===== src/rtl/amem_ctl_byp_if.sv =====
// A-memory control bundle: sequencer strobes, instruction register and write
// data toward the controller, and the resulting addresses, pulses and bypass
// result back toward the datapath.
//   master : drives strobes/ir/dest/destm/l/inval, observes addresses/pulses/bypass
//   slave  : the controller side (amem_ctl_byp)
interface amem_ctl_byp_if #(
  parameter int unsigned AW  = 10,
  parameter int unsigned IRW = 49,
  parameter int unsigned DW  = 32
);
  logic           state_decode;
  logic           state_write;
  logic [IRW-1:0] ir;
  logic           dest;
  logic           destm;
  logic [DW-1:0]  l;
  logic           inval;
  logic [AW-1:0]  aadr;
  logic [AW-1:0]  wadr;
  logic           arp;
  logic           awp;
  logic           abyp;
  logic [DW-1:0]  abyp_data;

  modport master (
    output state_decode, state_write, ir, dest, destm, l, inval,
    input  aadr, wadr, arp, awp, abyp, abyp_data
  );

  modport slave (
    input  state_decode, state_write, ir, dest, destm, l, inval,
    output aadr, wadr, arp, awp, abyp, abyp_data
  );
endinterface


===== src/rtl/amem_ctl_byp.sv =====
// A-memory control with last-write bypass.
// Derives A-memory read/write addresses and pulses from the instruction
// register and sequencer strobes, and forwards the most recent write to a
// following read of the same location (hides the sync-RAM RAW hazard).
// Ports:
//   clk   : clock, rising edge
//   reset : asynchronous, active-low
//   bus   : amem_ctl_byp_if slave (strobes, ir, dest/destm, l, inval in;
//           aadr, wadr, arp, awp, abyp, abyp_data out)
module amem_ctl_byp #(
  parameter int unsigned AW       = 10,
  parameter int unsigned MW       = 5,
  parameter int unsigned IRW      = 49,
  parameter int unsigned DW       = 32,
  parameter int unsigned ASRC_LSB = 32,
  parameter int unsigned ADST_LSB = 14,
  parameter int unsigned BYPASS   = 1
) (
  input logic           clk,
  input logic           reset,
  amem_ctl_byp_if.slave bus
);

  logic [IRW-1:0] ir_c;
  logic [AW-1:0]  src_c;
  logic [AW-1:0]  dst_c;
  logic           arp_c;
  logic           awp_c;
  logic           unused_ir;

  logic [AW-1:0]  wadr_q;
  logic [AW-1:0]  lw_addr_q;
  logic [DW-1:0]  lw_data_q;
  logic           lw_valid_q;

  // Field extraction; M destinations are short and zero-extended.
  assign ir_c      = bus.ir;
  assign unused_ir = ^ir_c;
  assign src_c     = ir_c[ASRC_LSB +: AW];
  assign dst_c     = bus.destm ? AW'(ir_c[ADST_LSB +: MW]) : ir_c[ADST_LSB +: AW];

  // Strobes; write address wins the shared address port on a collision.
  assign awp_c = bus.dest & bus.state_write;
  assign arp_c = bus.state_decode & ~bus.state_write;

  assign bus.awp  = awp_c;
  assign bus.arp  = arp_c;
  assign bus.aadr = bus.state_write ? wadr_q : src_c;
  assign bus.wadr = wadr_q;

  // Destination address latched at DECODE for use in the later WRITE.
  always_ff @(posedge clk or negedge reset) begin
    if (!reset) begin
      wadr_q <= '0;
    end else if (bus.state_decode) begin
      wadr_q <= dst_c;
    end
  end

  // Last-write record; a write in the same cycle beats an invalidate.
  always_ff @(posedge clk or negedge reset) begin
    if (!reset) begin
      lw_addr_q  <= '0;
      lw_data_q  <= '0;
      lw_valid_q <= 1'b0;
    end else if (awp_c) begin
      lw_addr_q  <= wadr_q;
      lw_data_q  <= bus.l;
      lw_valid_q <= 1'b1;
    end else if (bus.inval) begin
      lw_valid_q <= 1'b0;
    end
  end

  // Bypass select/data, one cycle after the read pulse like the RAM output.
  if (BYPASS != 0) begin : g_byp
    logic          abyp_q;
    logic [DW-1:0] abyp_data_q;

    always_ff @(posedge clk or negedge reset) begin
      if (!reset) begin
        abyp_q      <= 1'b0;
        abyp_data_q <= '0;
      end else if (arp_c) begin
        abyp_q      <= lw_valid_q && (src_c == lw_addr_q);
        abyp_data_q <= lw_data_q;
      end else begin
        abyp_q      <= 1'b0;
      end
    end

    assign bus.abyp      = abyp_q;
    assign bus.abyp_data = abyp_data_q;
  end else begin : g_nobyp
    assign bus.abyp      = 1'b0;
    assign bus.abyp_data = '0;
  end

endmodule


===== src/flat_wrapper.sv =====
// flat-port wrapper written by rule: the top's interface ports become plain ports
module amem_ctl_byp_flat 
#(
  parameter int unsigned AW       = 10,
  parameter int unsigned MW       = 5,
  parameter int unsigned IRW      = 49,
  parameter int unsigned DW       = 32,
  parameter int unsigned ASRC_LSB = 32,
  parameter int unsigned ADST_LSB = 14,
  parameter int unsigned BYPASS   = 1
)
  (clk, reset, bus_state_decode, bus_state_write, bus_ir, bus_dest, bus_destm, bus_l, bus_inval, bus_aadr, bus_wadr, bus_arp, bus_awp, bus_abyp, bus_abyp_data);
  amem_ctl_byp_if #(.AW(AW), .IRW(IRW), .DW(DW)) bus_i ();
  input logic clk;
  input logic reset;
  input wire logic [$bits(bus_i.state_decode)-1:0] bus_state_decode;
  input wire logic [$bits(bus_i.state_write)-1:0] bus_state_write;
  input wire logic [$bits(bus_i.ir)-1:0] bus_ir;
  input wire logic [$bits(bus_i.dest)-1:0] bus_dest;
  input wire logic [$bits(bus_i.destm)-1:0] bus_destm;
  input wire logic [$bits(bus_i.l)-1:0] bus_l;
  input wire logic [$bits(bus_i.inval)-1:0] bus_inval;
  output wire logic [$bits(bus_i.aadr)-1:0] bus_aadr;
  output wire logic [$bits(bus_i.wadr)-1:0] bus_wadr;
  output wire logic [$bits(bus_i.arp)-1:0] bus_arp;
  output wire logic [$bits(bus_i.awp)-1:0] bus_awp;
  output wire logic [$bits(bus_i.abyp)-1:0] bus_abyp;
  output wire logic [$bits(bus_i.abyp_data)-1:0] bus_abyp_data;
  assign bus_i.state_decode = bus_state_decode;
  assign bus_i.state_write = bus_state_write;
  assign bus_i.ir = bus_ir;
  assign bus_i.dest = bus_dest;
  assign bus_i.destm = bus_destm;
  assign bus_i.l = bus_l;
  assign bus_i.inval = bus_inval;
  assign bus_aadr = bus_i.aadr;
  assign bus_wadr = bus_i.wadr;
  assign bus_arp = bus_i.arp;
  assign bus_awp = bus_i.awp;
  assign bus_abyp = bus_i.abyp;
  assign bus_abyp_data = bus_i.abyp_data;
  amem_ctl_byp #(.AW(AW), .MW(MW), .IRW(IRW), .DW(DW), .ASRC_LSB(ASRC_LSB), .ADST_LSB(ADST_LSB), .BYPASS(BYPASS)) u_core (.clk(clk), .reset(reset), .bus(bus_i));
endmodule

===== config.mk =====
export PLATFORM = sky130hd
export DESIGN_NAME = amem_ctl_byp_flat
export DESIGN_NICKNAME = d
export VERILOG_FILES = /design/src/rtl/amem_ctl_byp_if.sv /design/src/rtl/amem_ctl_byp.sv /design/src/flat_wrapper.sv
export SDC_FILE = /design/constraint.sdc
export NUM_CORES = 1
export LEC_CHECK = 0
export CAP_MARGIN = 20
export CORE_ASPECT_RATIO = 1.5
export CORE_MARGIN = 8
export CORE_UTILIZATION = 35
export CTS_CLUSTER_DIAMETER = 60
export DETAILED_ROUTE_END_ITERATION = 8
export GPL_TIMING_DRIVEN = 0
export PLACE_DENSITY_LB_ADDON = 0.12
export SETUP_SLACK_MARGIN = 0.1
export SYNTH_ARGS = -nofsm -noshare
export SYNTH_HDL_FRONTEND = slang
export SYNTH_SLANG_ARGS = --single-unit
export TNS_END_PERCENT = 20

===== constraint.sdc =====
create_clock -name clk -period 4.06 [get_ports clk]
set_clock_uncertainty 0.2 [all_clocks]
set_input_delay 1.015 -clock clk [delete_from_list [all_inputs] [get_ports clk]]
set_output_delay 1.015 -clock clk [all_outputs]
set_load 0.02 [all_outputs]

Yosys cells after proc, flatten, opt, wreduce, memory -nomap -nowiden
Cells that the tools add are included.
Operators by class
  reduce and logical (&&, ||, !) cells: 2
  bitwise operators: 3
  muxes and demuxes: 5
  equal/unequal tests: 1
Operators with widths (number)
  2-to-1 mux 10 bit: 2
  == test 10 bit: 1
  2-to-1 mux 1 bit: 3
  AND 1 bit: 2
  nonzero test 2 bit: 1
  logical AND 1 bit: 1
  inverter 1 bit: 1
Storage, ports and cells
  register bits: 86
  word-level logic and storage cells: 17
  input port bits: 88
  output and inout port bits: 55

Logic depth before layout (Yosys ltp)
  word-level depth: 3
  gate-level depth with buffers: 5
  gate-level depth less buffers: 3

Least setup slack after synthesis
No wires, ideal clock.
  path kind: input-to-output
  start: input bus_dest
  end: output bus_awp
  path buffers: 2
  arrival: 1.704 ns
  stages: 4
  slack: 1.141 ns
  required time: 2.845 ns
  cell sequence: nand2_1 > buf_2 > clkbuf_1 > inv_1
Between the ends
  word-level cells in the longest chain between the ends: 1
Ends and longest elaborated chain
  start: declaration: line flat_wrapper.sv:19  | input wire logic [$bits(bus_i.dest)-1:0] bus_dest;
  AND 1 bit: line amem_ctl_byp.sv:43  | assign awp_c = bus.dest & bus.state_write;
  end: declaration: line flat_wrapper.sv:26  | output wire logic [$bits(bus_i.awp)-1:0] bus_awp;
Every way passes these cells.

Worst setup path after layout
  start: input bus_state_write
  end: output bus_aadr[6]
Between the ends
  word-level cells in the longest chain between the ends: 1
Ends and longest elaborated chain
  start: declaration: line flat_wrapper.sv:17  | input wire logic [$bits(bus_i.state_write)-1:0] bus_state_write;
  2-to-1 mux 10 bit: line amem_ctl_byp.sv:48  | assign bus.aadr = bus.state_write ? wadr_q : src_c;
  end: declaration: line flat_wrapper.sv:23  | output wire logic [$bits(bus_i.aadr)-1:0] bus_aadr;
Every way passes these cells.

==> run summary <==
* **layout cells sized above 1** 31.5%
* **Avg Cell Area, Syn** 15.2 um2
* **number of diodes** 0
* **count of buffering cells on the critical path with inverters included** 3
* **Final Hold Vio Count** 0
* **via count normalized by instance count** 4.67
* **critical path data arrival time** 2680 ps
* **clock tree from TritonCTS** done
* **wire length of the first global-routing pass** 12.4 mm
* **ordered cell list for the critical path** clkdlybuf4s50_1, buf_2, mux2_2, clkdlybuf4s50_1
* **depth of the most critical reg-to-reg path** 3
* **met3 routing resource usage after global routing** 3.92%
* **Boundary Pins** 143
* **number of nets in the layout** 438
* **final count of pins violating max slew** 0
* **achievable frequency** 257 MHz
* **filler cell count** 852
* **Net Sw Power** 666 uW
* **Power per Cell Area** 518 mW/mm2
* **RR Startpoint** u_core.lw_addr_q[3]
* **status** completed
* **Worst path top cell family by delay** buffers and inverters
* **Synth async-reset ratio** 100%
* **number of routed nets with antenna violations** 0
* **most common cell in the synthesized netlist** dfrtp_1
* **Clock transition at path regs** 60 ps
* **worst vdd ir** 298 uV
* **total number of H-tree levels** 3
* **top_reg_cell synth** dfrtp_1
* **most used standard cells in the synthesized netlist** dfrtp_1, mux2_2, o21ai_0
* **portion of total power attributed to combinational logic** 23.5%
* **global placer's final weighted congestion** 0.754
* **clock latency reported for the late side of the worst-skew pair** 330 ps
* **total power** 2.63 mW
* **critical register-to-register path endpoint** u_core.bus.abyp
* **Detailed Routing Iterations Pass 1** 2
* **total wire length** 7.70 mm
* **most area-consuming cells after synthesis** dfrtp_1, mux2_2, xnor2_1
* **setup slack of the worst register-to-register path** 2830 ps
* **Period minus WS final** 3890 ps
* **standard cell core area** 0.00963 mm2
* **gr busiest metal** met2
* **element type at the critical path start** input port
* **distinct cell type count after synthesis** 17
* **Synth Net Count** 314
* **slew margin rel.** 73.5%
* **biggest fanout along the worst timing path** 10
* **total number of cells along the worst setup path** 4
* **CTS root buffer** clkbuf_16
* **area taken by multi-input logic gates** 0.00119 mm2
* **Global Route Usage Sum** 11.8%
* **Std-Cell Rows** 44
* **cell taking the most area after synthesis** dfrtp_1
* **maximum number of buffers from clock root to sink** 2
* **via count of the first global-routing pass** 2,389
* **die area** 0.0133 mm2
* **setup repair after global routing missed its margin** false
* **via total after detailed routing** 2,193
* **number of synthesized register bits** 86
* **detailed-route DRC error count** 0
* **met2 layer usage reported by global route** 19.3%
* **internal power component** 1.96 mW
* **maximum number of pins on one net before global-route repair** 61
* **capture point of the critical path** bus_aadr[6]
* **number of buffers inserted by hold repair at cts** 0
* **die width** 96.9 um
* **share of the synthesized area in the top cell type** 62.6%
* **CP max stage cell** clkdlybuf4s50_1
* **count of mapped cells out of synthesis** 226
* **library cell appearing most often on the critical path** clkdlybuf4s50_1
* **HPWL after detailed placement** 5.88 mm
* **detail-routed net length per standard cell** 16.4 um
* **register cell area after layout** 0.00215 mm2
* **Layout Cells excl Fill** 470
* **required time at the endpoint of the critical path** 2840 ps
* **number of clock sinks** 86
* **Hold/Removal Path Class** reg -> reg
* **worst hold margin** 299 ps
* **Switching Share** 25.3%
* **total clock buffers created by CTS** 9
* **cell count after placement** 455
* **proportion of power drawn by the clock network** 35.2%
* **max-cap viol count** 0
* **part of the cycle the worst path needs** 95.8%
* **slowest cell delay on critical path** 540 ps
* **global route overflow** 0
* **buffers added on ports** 113
* **relative area change from synthesis to final layout** 47.6%
* **crit path launch** bus_state_write
* **# Post-CTS Setup Buffers** 0
* **part of the power in registers** 41.3%
* **netlist area before placement** 0.00344 mm2
* **starting utilization of the core area** 35.7%
* **number of DRC markers after the initial detailed-route iteration** 35
* **type of element capturing the critical path** output port
* **worst setup path class** in -> out
* **Least-Margin Pin Slew** 398 ps
* **initial antenna violation count** 0
* **routing usage on met1** 13.3%
* **share of synthesized area occupied by flip-flops and latches** 62.6%
* **Setup violations, final** 0
* **die extent in y** 137 um
* **number of enable-type register cells in the synthesized netlist** 0
* **Static Leak** 2.12 nW
* **Ys Warns** 0
## cell families (layout without fill, tap and decap cells)
group | Yosys count | count (layout) | synth area share (%)
AND/OR/NAND/NOR | 17 | 17 | 2.99
flip-flops | 86 | 86 | 62.6
XOR/XNOR | 10 | 10 | 2.55
buffers and inverters | 18 | 147 | 2.69
multiplexers | 84 | 84 | 27.5
AO/OA/AOI/OAI | 11 | 11 | 1.60
## power by group through the flow
stage,Sequential [mW],Combinational (mW),Clock [mW]
2_1_floorplan,1.20,0.206,0
3_3_place_gp,1.10,0.622,0
3_5_place_dp,1.10,0.631,0
4_1_cts,1.09,0.632,0.950
5_1_grt,1.11,0.660,0.987
6_report,1.09,0.617,0.926
## area by class of cell
type | count | share of cell area, %
sequential | 86 | 42.4
timing repair buffer | 114 | 22.8
tap | 115 | 2.84
clock inverter | 6 | 2.15
buffer | 10 | 1.23
multi-input combinational | 122 | 23.5
inverter | 7 | 0.518
clock buffer | 10 | 4.51
## placed cells by master, fill, tap and decap left out, drive strengths merged, types with 2 or more instances in the layout
cell type / count
bufinv: 3
o21ai: 11
nand4: 2
clkdlybuf4s50: 111
inv: 8
clkinv: 2
buf: 11
dfrtp: 86
nand2: 8
mux2: 84
xnor2: 10
nand3b: 3
clkbuf: 11
## through the flow
stage | cell area [um2] | utilization [%] | setup slack, ps | setup TNS [ps]
3_3_place_gp | 4710 | 48.9 | -1290 | -110090
6_report | 5070 | 52.6 | 169 | 0
3_5_place_dp | 4740 | 49.2 | -57.4 | -57.4
4_1_cts | 5070 | 52.6 | 62.7 | 0
5_1_grt | 5070 | 52.6 | 100 | 0
2_1_floorplan | 3440 | - | 1140 | 0
## layer usage
layer  part of all wire, %  up-vias
met1                    41     1087
li1                      -     1029
met4                   2.3        0
met2                    51       64
met3                   5.7       13
met5                     0        -
## state kept, by name (all words and copies together) (netlist names)
signal and count:
u_core.lw_addr_q 10, u_core.lw_data_q 32, u_core.bus.abyp 1, u_core.bus.abyp_data 32, u_core.lw_valid_q 1, u_core.bus.wadr 10
## worst min-delay path by stage
stage,endpoint,startpoint,cells after the start
final,u_core.lw_addr_q[6],u_core.lw_addr_q[6],2
after global routing,u_core.bus.abyp_data[2],u_core.lw_data_q[2],1
after CTS,u_core.lw_addr_q[5],u_core.lw_addr_q[5],2
after detailed placement,u_core.bus.abyp_data[23],u_core.lw_data_q[23],1
after global placement,u_core.bus.abyp_data[6],u_core.lw_data_q[6],1
after floorplan,u_core.lw_addr_q[5],u_core.lw_addr_q[5],2
## worst register-to-register path, stage by stage (launching register included)
cell and delay, ps:
dfrtp_1 380, xnor2_1 180, nand4_2 130, nor4_2 240
## timing repair
action | CTS | global route
hold endpoints to repair | 0 | 0
gates cloned | 0 | 0
setup endpoints to repair | 2 | 1
resized for setup | 0 | 1
No activity file was read; power rests on OpenSTA's default activity.
